File: config.mk
export PLATFORM = sky130hd
export DESIGN_NAME = fetch_icache
export DESIGN_NICKNAME = d
export VERILOG_FILES = /design/src/rtl/fetch_pkg.sv /design/src/rtl/fetch_icache_array.sv /design/src/rtl/fetch_icache.sv
export SDC_FILE = /design/constraint.sdc
export NUM_CORES = 2
export LEC_CHECK = 0
export ABC_AREA = 1
export CORE_ASPECT_RATIO = 0.9
export CORE_MARGIN = 2
export CORE_UTILIZATION = 50
export CTS_CLUSTER_SIZE = 14
export DETAILED_ROUTE_END_ITERATION = 12
export PLACE_DENSITY_LB_ADDON = 0.08
export SLEW_MARGIN = 20
export SYNTH_ARGS = -nofsm -noshare
export SYNTH_HDL_FRONTEND = slang
export SYNTH_SLANG_ARGS = --single-unit
File: constraint.sdc
create_clock -name clk -period 6.3 [get_ports clk]
set_clock_uncertainty 0.15 [all_clocks]
set_input_delay 1.26 -clock clk [delete_from_list [all_inputs] [get_ports clk]]
set_output_delay 1.26 -clock clk [all_outputs]
set_load 0.005 [all_outputs]
File: src/rtl/fetch_pkg.sv
// Shared types and address-split helpers for the fetch stage and its instruction cache.
package fetch_pkg;

    localparam int INSTR_W = 32;

    typedef enum logic [0:0] {
        LOOKUP = 1'b0,
        REFILL = 1'b1
    } fetch_state_e;

    function automatic int off_w(input int words);
        return $clog2(words);
    endfunction

    function automatic int idx_w(input int lines);
        return $clog2(lines);
    endfunction

    // Tag covers whatever remains of the 30-bit word address above offset and index.
    function automatic int tag_w(input int lines, input int words);
        return 30 - $clog2(lines) - $clog2(words);
    endfunction

    // The beat counter keeps at least one bit even for single-word lines.
    function automatic int cnt_w(input int words);
        return (words > 1) ? $clog2(words) : 1;
    endfunction

endpackage

File: src/rtl/fetch_icache_array.sv
// Direct-mapped instruction cache storage: resettable valid bits, plus tag and data RAMs
// that are never reset. Provides one refill write port and a combinational read port.
module icache_array
    import fetch_pkg::*;
#(
    parameter int LINES          = 16,
    parameter int WORDS_PER_LINE = 4,
    localparam int IDX_W         = idx_w(LINES),
    localparam int TAG_W         = tag_w(LINES, WORDS_PER_LINE),
    localparam int CNT_W         = cnt_w(WORDS_PER_LINE)
) (
    input  logic               clk,
    input  logic               rst_n,
    input  logic               flush,
    input  logic               wr_en,
    input  logic [IDX_W-1:0]   wr_idx,
    input  logic [CNT_W-1:0]   wr_off,
    input  logic [INSTR_W-1:0] wr_data,
    input  logic               tag_we,
    input  logic [TAG_W-1:0]   wr_tag,
    input  logic               validate,
    input  logic [IDX_W-1:0]   rd_idx,
    input  logic [CNT_W-1:0]   rd_off,
    output logic               rd_valid,
    output logic [TAG_W-1:0]   rd_tag,
    output logic [INSTR_W-1:0] rd_data
);

    logic [LINES-1:0]   valid_q;
    logic [LINES-1:0]   valid_d;
    logic [INSTR_W-1:0] data_q [LINES][WORDS_PER_LINE];
    logic [TAG_W-1:0]   tag_q  [LINES];

    // Next valid vector: flush wipes every line and wins over a same-cycle validate.
    always_comb begin
        valid_d = valid_q;
        if (flush) begin
            valid_d = '0;
        end else if (validate) begin
            valid_d[wr_idx] = 1'b1;
        end else begin
            valid_d = valid_q;
        end
    end

    // Valid bit register, the only cache state cleared by reset.
    always_ff @(posedge clk or negedge rst_n) begin
        if (!rst_n) begin
            valid_q <= '0;
        end else begin
            valid_q <= valid_d;
        end
    end

    // Tag and data RAM write port.
    always_ff @(posedge clk) begin
        if (wr_en) begin
            data_q[wr_idx][wr_off] <= wr_data;
        end
        if (tag_we) begin
            tag_q[wr_idx] <= wr_tag;
        end
    end

    assign rd_valid = valid_q[rd_idx];
    assign rd_tag   = tag_q[rd_idx];
    assign rd_data  = data_q[rd_idx][rd_off];

endmodule

File: src/rtl/fetch_icache.sv
// Instruction-fetch stage: PC register, direct-mapped cache lookup with zero-latency hits,
// and a line-refill state machine that streams a whole line from memory on a miss.
module fetch_icache
    import fetch_pkg::*;
#(
    parameter int          LINES          = 16,
    parameter int          WORDS_PER_LINE = 4,
    parameter logic [31:0] RESET_PC       = 32'h0000_0000
) (
    input  logic               clk,
    input  logic               rst_n,
    input  logic               stall,
    input  logic               pc_source,
    input  logic [31:0]        branch_target,
    input  logic               flush,
    output logic               hit,
    output logic [31:0]        next_pc,
    output logic [INSTR_W-1:0] instruction,
    output logic               mem_req,
    output logic [31:0]        mem_addr,
    input  logic               mem_ready,
    input  logic [INSTR_W-1:0] mem_rdata
);

    localparam int OFF_W = off_w(WORDS_PER_LINE);
    localparam int IDX_W = idx_w(LINES);
    localparam int TAG_W = tag_w(LINES, WORDS_PER_LINE);
    localparam int CNT_W = cnt_w(WORDS_PER_LINE);
    localparam logic [31:0]      LINE_MASK = 32'(WORDS_PER_LINE * 4 - 1);
    localparam logic [CNT_W-1:0] LAST_BEAT = CNT_W'(WORDS_PER_LINE - 1);

    fetch_state_e     state_q, state_d;
    logic [31:0]      pc_q, pc_d;
    logic [31:0]      base_q, base_d;
    logic [31:0]      mem_addr_q, mem_addr_d;
    logic [CNT_W-1:0] cnt_q, cnt_d;
    logic             kill_q, kill_d;
    logic             mem_req_q, mem_req_d;

    logic [29:0]        pc_word_s;
    logic [CNT_W-1:0]   pc_off_s;
    logic [IDX_W-1:0]   pc_idx_s;
    logic [TAG_W-1:0]   pc_tag_s;
    logic [IDX_W-1:0]   base_idx_s;
    logic [TAG_W-1:0]   base_tag_s;
    logic               rd_valid_s;
    logic [TAG_W-1:0]   rd_tag_s;
    logic [INSTR_W-1:0] rd_data_s;
    logic               lookup_hit_s;
    logic               redirect_s;
    logic               beat_s;
    logic               last_beat_s;
    logic               validate_s;
    logic [31:0]        target_s;

    assign pc_word_s  = pc_q[31:2];
    assign pc_off_s   = CNT_W'(pc_word_s & 30'(WORDS_PER_LINE - 1));
    assign pc_idx_s   = IDX_W'(pc_word_s >> OFF_W);
    assign pc_tag_s   = TAG_W'(pc_word_s >> (OFF_W + IDX_W));
    // The refill targets the latched line base, so a redirect mid-refill cannot retarget it.
    assign base_idx_s = IDX_W'(base_q >> (OFF_W + 2));
    assign base_tag_s = TAG_W'(base_q >> (OFF_W + IDX_W + 2));
    assign target_s   = branch_target & 32'hFFFF_FFFC;

    assign redirect_s   = pc_source && !stall;
    assign lookup_hit_s = (state_q == LOOKUP) && rd_valid_s && (rd_tag_s == pc_tag_s) && !flush;
    assign beat_s       = (state_q == REFILL) && mem_req_q && mem_ready;
    assign last_beat_s  = beat_s && (cnt_q == LAST_BEAT);
    assign validate_s   = last_beat_s && !kill_q && !flush;

    icache_array #(
        .LINES          (LINES),
        .WORDS_PER_LINE (WORDS_PER_LINE)
    ) u_array (
        .clk      (clk),
        .rst_n    (rst_n),
        .flush    (flush),
        .wr_en    (beat_s),
        .wr_idx   (base_idx_s),
        .wr_off   (cnt_q),
        .wr_data  (mem_rdata),
        .tag_we   (last_beat_s),
        .wr_tag   (base_tag_s),
        .validate (validate_s),
        .rd_idx   (pc_idx_s),
        .rd_off   (pc_off_s),
        .rd_valid (rd_valid_s),
        .rd_tag   (rd_tag_s),
        .rd_data  (rd_data_s)
    );

    assign hit         = lookup_hit_s;
    assign instruction = lookup_hit_s ? rd_data_s : {INSTR_W{1'b0}};
    assign next_pc     = pc_q + 32'd4;
    assign mem_req     = mem_req_q;
    assign mem_addr    = mem_addr_q;

    // Next-state logic for the PC, the refill FSM, beat counter, kill flag and memory request.
    always_comb begin
        state_d    = state_q;
        pc_d       = pc_q;
        base_d     = base_q;
        cnt_d      = cnt_q;
        kill_d     = kill_q;
        mem_req_d  = mem_req_q;
        mem_addr_d = mem_addr_q;

        if (redirect_s) begin
            pc_d = target_s;
        end else if (lookup_hit_s && !stall) begin
            pc_d = pc_q + 32'd4;
        end else begin
            pc_d = pc_q;
        end

        case (state_q)
            LOOKUP: begin
                kill_d = 1'b0;
                if (!lookup_hit_s && !redirect_s) begin
                    state_d    = REFILL;
                    base_d     = pc_q & ~LINE_MASK;
                    cnt_d      = '0;
                    mem_req_d  = 1'b1;
                    mem_addr_d = pc_q & ~LINE_MASK;
                end else begin
                    state_d = LOOKUP;
                end
            end
            REFILL: begin
                if (flush) begin
                    kill_d = 1'b1;
                end else begin
                    kill_d = kill_q;
                end
                if (last_beat_s) begin
                    state_d    = LOOKUP;
                    kill_d     = 1'b0;
                    cnt_d      = '0;
                    mem_req_d  = 1'b0;
                    mem_addr_d = 32'd0;
                end else if (beat_s) begin
                    cnt_d      = cnt_q + CNT_W'(1);
                    mem_addr_d = mem_addr_q + 32'd4;
                end else begin
                    cnt_d      = cnt_q;
                    mem_addr_d = mem_addr_q;
                end
            end
            default: begin
                state_d   = LOOKUP;
                mem_req_d = 1'b0;
            end
        endcase
    end

    // Fetch state register; reset drops mem_req immediately and restarts at RESET_PC.
    always_ff @(posedge clk or negedge rst_n) begin
        if (!rst_n) begin
            state_q    <= LOOKUP;
            pc_q       <= RESET_PC;
            base_q     <= 32'd0;
            cnt_q      <= '0;
            kill_q     <= 1'b0;
            mem_req_q  <= 1'b0;
            mem_addr_q <= 32'd0;
        end else begin
            state_q    <= state_d;
            pc_q       <= pc_d;
            base_q     <= base_d;
            cnt_q      <= cnt_d;
            kill_q     <= kill_d;
            mem_req_q  <= mem_req_d;
            mem_addr_q <= mem_addr_d;
        end
    end

endmodule

Word level (Yosys, flattened, before mapping)
Memory sizes are Yosys's and may differ from the RTL's.
Cells that the tools add are included.
{ "totals": {"memories": 2, "ramBits": 2432, "ff_bits": 113} }
{ "mem_list": {"columns": ["name", "depth", "width", "rd", "rd_clocked_by_memory_dff", "wr", "line_no", "rtl"], "rows": [
  ["u_array.data_q", 16, 128, 1, 0, 1, "fetch_icache_array.sv:31", "logic [INSTR_W-1:0] data_q [LINES][WORDS_PER_LINE];"],
  ["u_array.tag_q", 16, 24, 1, 0, 1, "fetch_icache_array.sv:32", "logic [TAG_W-1:0] tag_q [LINES];"]
]} }
{ "classes": {"eq_ne": 6, "muxes": 35, "magnitude_cmp": 6, "bitwise": 4, "addsub": 3, "n_reduce_logical": 23} }
{ "op_table": {"columns": ["op", "n"], "rows": [
  ["two-way mux 32 bit", 9],
  ["two-way mux 128 bit", 1],
  ["adder 32 x 3 -> 32 bit (second input constant)", 2],
  ["binary-select mux 32 bit (select 2 bit)", 1],
  ["demux 32 bit (select 2 bit)", 1],
  ["case mux 32 bit (2 select lines)", 1],
  ["two-way mux 16 bit", 2],
  ["equality test 24 bit", 1],
  ["OR 16 bit", 1],
  ["logical AND 1 bit", 13],
  ["two-way mux 1 bit", 11],
  ["less-than comparator 4 x 5 -> 1 bit (second input constant)", 2],
  [">= comparator 3 bit (second input constant)", 2],
  ["two-way mux 2 bit", 3],
  ["NOT 2 -> 3 bit", 2],
  ["case mux 1 bit (2 select lines)", 3],
  ["AND reduction 2 bit", 3],
  ["zero test 1 bit", 5],
  ["binary-select mux 1 bit (select 4 bit)", 1],
  ["demux 1 bit (select 4 bit)", 1],
  [">= comparator 4 x 1 -> 1 bit (second input constant)", 1],
  ["inequality test 2 x 1 -> 1 bit (second input constant)", 2],
  ["case mux 2 bit (2 select lines)", 1],
  ["nonzero test 2 bit", 2],
  ["6 further kinds", 6]
]} }

Longest topological paths before layout
{ "logic_depth": {"ltp_word": 9, "mapped_depth": 24, "depth_no_buf": 21} }

Hierarchy
A second synthesis with hierarchy kept.
{ "hier_totals": {"hier_cells": 9035, "area_unflattened_um2": 104557.8} }
{ "by_module_without_submodules": {"columns": ["mod", "area_each_um2", "n_inst", "cells_each"], "rows": [
  ["icache_array", 97893.9, 1, 7942],
  ["fetch_icache", 6663.9, 1, 1093]
]} }

Least setup slack after synthesis
Ideal clock, no wire load.
{ "synth_path": {"path_type": "input-to-reg", "startpoint": "input port mem_ready", "endpoint": "memory u_array.data_q[11][0] in the netlist's numbering, enable pin", "stages": 5, "setup_time_ns": 0.470, "n_path_buf": 1, "slack_ns": 1.157, "arrival_time_ns": 4.523, "path_cell_list": "nand3_1 > nor2_1 > clkinv_1 > clkbuf_1 > nor2_1"} }
{ "synth_between": {"elab_chain_len": 3} }
{ "synth_rtl": {"columns": ["element", "line_no", "rtl"], "rows": [
  ["start, declared", "fetch_icache.sv:21", "input logic mem_ready,"],
  ["logical AND 1 bit", "fetch_icache.sv:67", "assign beat_s = (state_q == REFILL) && mem_req_q && mem_ready;"],
  ["two-way mux 1 bit", "fetch_icache_array.sv:57", "if (wr_en) begin"],
  ["two-way mux 128 bit (not written as such)", "fetch_icache_array.sv:58", "data_q[wr_idx][wr_off] <= wr_data;"],
  ["end, declared", "fetch_icache_array.sv:31", null]
]} }
Every way passes these cells.

Final worst setup path
{ "layout_path": {"startpoint": "register pc_q[5]", "endpoint": "output port instruction[5]"} }
{ "layout_between": {"elab_chain_len": 6, "elab_cells_between_ends": 12} }
{ "layout_rtl": {"columns": ["element", "line_no", "rtl"], "rows": [
  ["start, declared", "fetch_icache.sv:33", "logic [31:0] pc_q, pc_d;"],
  ["start signal, assigned", "fetch_icache.sv:168", "pc_q <= pc_d;"],
  ["branches (longest 5 deep; another with memory (16 x 24 bit))", null, null],
  ["two-way mux 32 bit (*)", "fetch_icache.sv:93", "assign instruction = lookup_hit_s ? rd_data_s : {INSTR_W{1'b0}};"],
  ["end, declared", "fetch_icache.sv:18", "output logic [INSTR_W-1:0] instruction,"]
]} }
Every way passes the cells marked *. The select of a mux whose other input is x is not followed.

==> impl_metrics.yaml <==
floorplan:
  die_y_um: 434
  start_util: 0.504
  die_w_um: 482
  io_pins: 168
  core_region_area_um2: 204000
  die-area_um2: 209000
  rows: 157
drt:
  wl_met1_um: 132000
  wl_met2_um: 140000
  drc_errors: 0
  top_layer: "met5"
  wl_um: 304000
  drt_iter0_drc: 7506
  viasPerCell: 6.00
  routed-wl-met3_um: 23200
  dr.pass1.iters: 7
  ant_nets: 0
  wl_per_cell_um: 26.8
  routed-via-count: 68100
global_route:
  antenna_found_initial: 16
  grt_max_degree: 104
  track_usage: 0.286
  grt_pass1_vias: 63900
  grt_pass1_wl_um: 440000
  gr-total-overflow: 0
clocking:
  clk_latency_ps: 910
  h-tree-depth: 5
  cts_tree: "built"
  numCtsBuffers: 278
  root_buffer: "clkbuf_16"
  postCtsHoldBufs: 0
  clockBufferDepth: 4
  clk_pin_slew_ps: 60
  cts_sinks: 2541
worst_setup_path:
  worst_r2r_path_depth: 20
  critPathSlowestCell: "clkdlybuf4s50_1"
  endpoint_kind: "primary output"
  timing.critical_path.buf_inv: 4
  start_kind: "flip-flop"
  cp.depth: 11
  crit_chain: "buf_4 -> buf_12 -> buf_4 -> nand2_1 -> a21oi_1 -> o311ai_0 -> o211ai_1 -> o21ai_0 -> nand2_1 -> a21oi_1 -> clkdlybuf4s50_1"
  critical_path.top_delay_family: "compound AO/OA/AOI/OAI gates"
  critical_path.max_fanout: 59
  critical_path_class: "reg2out"
  crit_arrival_ps: 4840
  critPathLaunch: "pc_q[5]"
  r2r_setup_slack_ps: 2150
  r2r-start: "pc_q[4]"
  r2r-end: "pc_q[31]"
  cp_slowest_stage_delay_ps: 700
  timing.critical_path.required_ps: 4890
  cp-endpoint: "instruction[5]"
timing:
  setup_tns_ps: 0
  min_period_over_period: 0.992
  min_period_ps: 6250
  fmax_mhz: 160
  maxSlewHeadroom: 0.271
  setup_violations: 0
  slew_violations: 0
  finalHoldViolCount: 0
  rsz0062_at_grt: "false"
  worst_pin_slew_ps: 1090
pwr:
  power_density_nw_per_um2: 387
  ir_drop_mv: 0.363
  power.leakage_nw: 41.2
logic_synthesis:
  synthFlopType: "edfxtp_1"
  ys_types: 47
  ys.warnings.count: 0
  netlist_instances: 8284
  synth.avg_cell_area_um2: 12.4
  syn-cell-area_um2: 103000
  synth-edff-count: 2432
  ys_async_sr_fraction: 0.0429
  synth-seq-area-share: 0.737
  ys_ff_latch: 2541
layout:
  final_core_util: 0.574
  nFillCells: 16400
  syn2layout_area_growth_pct: 13.9
  multi_input_area_um2: 24300
  drive_gt1_frac: 0.0893
  layout.nets: 8534
  final_cell_mix: "edfxtp_1, nand2_1, a21oi_1, nand3_1, nor2_1"
  layout_commonest_cell: "edfxtp_1"
  seq_area_um2: 75800
run:
  max_cap_violations: 0
place:
  dp_hpwl_um: 171000
  gp_congestion: 0.902
  io_buffers: 161
run_status:
  outcome: "complete, no violations"
hold_path:
  hold_path_class: "in2async"
routing by layer:
metal,global-route usage,vias up
met2,0.439,2735
met5,0,-
li1,-,30500
met4,0.0848,8
met1,0.425,34400
met3,0.0435,470
kinds of logic after synthesis:
kind of cell | after synthesis | share of synthesized area
other cells | 1 | 0.0000365
xor+xnor | 32 | 0.00273
compound gates | 1652 | 0.102
buf+inv | 814 | 0.0327
simple gates | 3238 | 0.125
flops | 2541 | 0.737
fa+ha+maj | 6 | 0.000730
through the flow:
| step | cells | worst slack, ps | power, W | area, µm² | hold slack (ps) |
|---|---|---|---|---|---|
| floorplan | 8287 | 1160 | 0.0261 | 103000 | 313 |
| global placement | 10900 | 612 | 0.0301 | 108000 | 338 |
| detailed placement | 10900 | 618 | 0.0302 | 108000 | 347 |
| CTS | 11300 | 9.71 | 0.0454 | 117000 | 345 |
| global route | 11300 | 3.97 | 0.0471 | 117000 | 390 |
| finish | 11300 | 52.7 | 0.0453 | 117000 | 335 |
power breakdown:
part           leakage, nW  internal (W)  switching, W  total (W)
registers             23.4        0.0193      0.000603     0.0199
clock network         4.01       0.00875       0.00639     0.0151
logic                 13.8       0.00311       0.00714     0.0103
total                 41.2        0.0312        0.0141     0.0453
state kept, by name, indices dropped and copies added, names as in the netlist:
register         flops
mem_addr            30
u_array.tag_q      384
kill_q               1
base_q              28
pc_q                30
u_array.data_q    2048
cnt_q                2
u_array.valid_q     16
mem_req              1
state_q              1
what timing repair did:
item	CTS	global route
buffers inserted	8	6
resized for setup	15	20
pin swaps	2	2
setup endpoints to repair	23	24
gates cloned	4	3
cells in the mapped netlist, drive strengths merged (109+ instances only):
cell type | number | area, µm²
a22oi | 184 | 1380
clkbuf | 264 | 991
nor2 | 365 | 1390
nand2 | 2382 | 8960
inv | 246 | 926
a21oi | 781 | 3910
o221ai | 114 | 998
nand3 | 443 | 2220
edfxtp | 2432 | 73000
dfrtp | 109 | 2730
o21ai | 198 | 991
buf | 291 | 1400
layout make-up:
cell class              count  area share
flip-flops and latches   2541       0.647
multi-input cells        4932       0.207
clock buffers             341      0.0617
repair buffers            443      0.0379
well taps                2703      0.0289
inverters                 259     0.00881
clock inverters           115     0.00810
repair inverters            3    0.000246
diodes                      5    0.000107
worst min-delay path by stage:
stage	startpoint	end	slack, ps	depth (start not counted)
floorplan	u_array.valid_q[0]	u_array.valid_q[0]	310	2
global placement	u_array.valid_q[0]	u_array.valid_q[0]	340	2
detailed placement	u_array.valid_q[0]	u_array.valid_q[0]	350	2
CTS	rst_n	base_q[21]	340	1
global route	u_array.valid_q[15]	u_array.valid_q[15]	390	2
finish	rst_n	base_q[21]	340	1
Power figures use the tool's default switching activity.
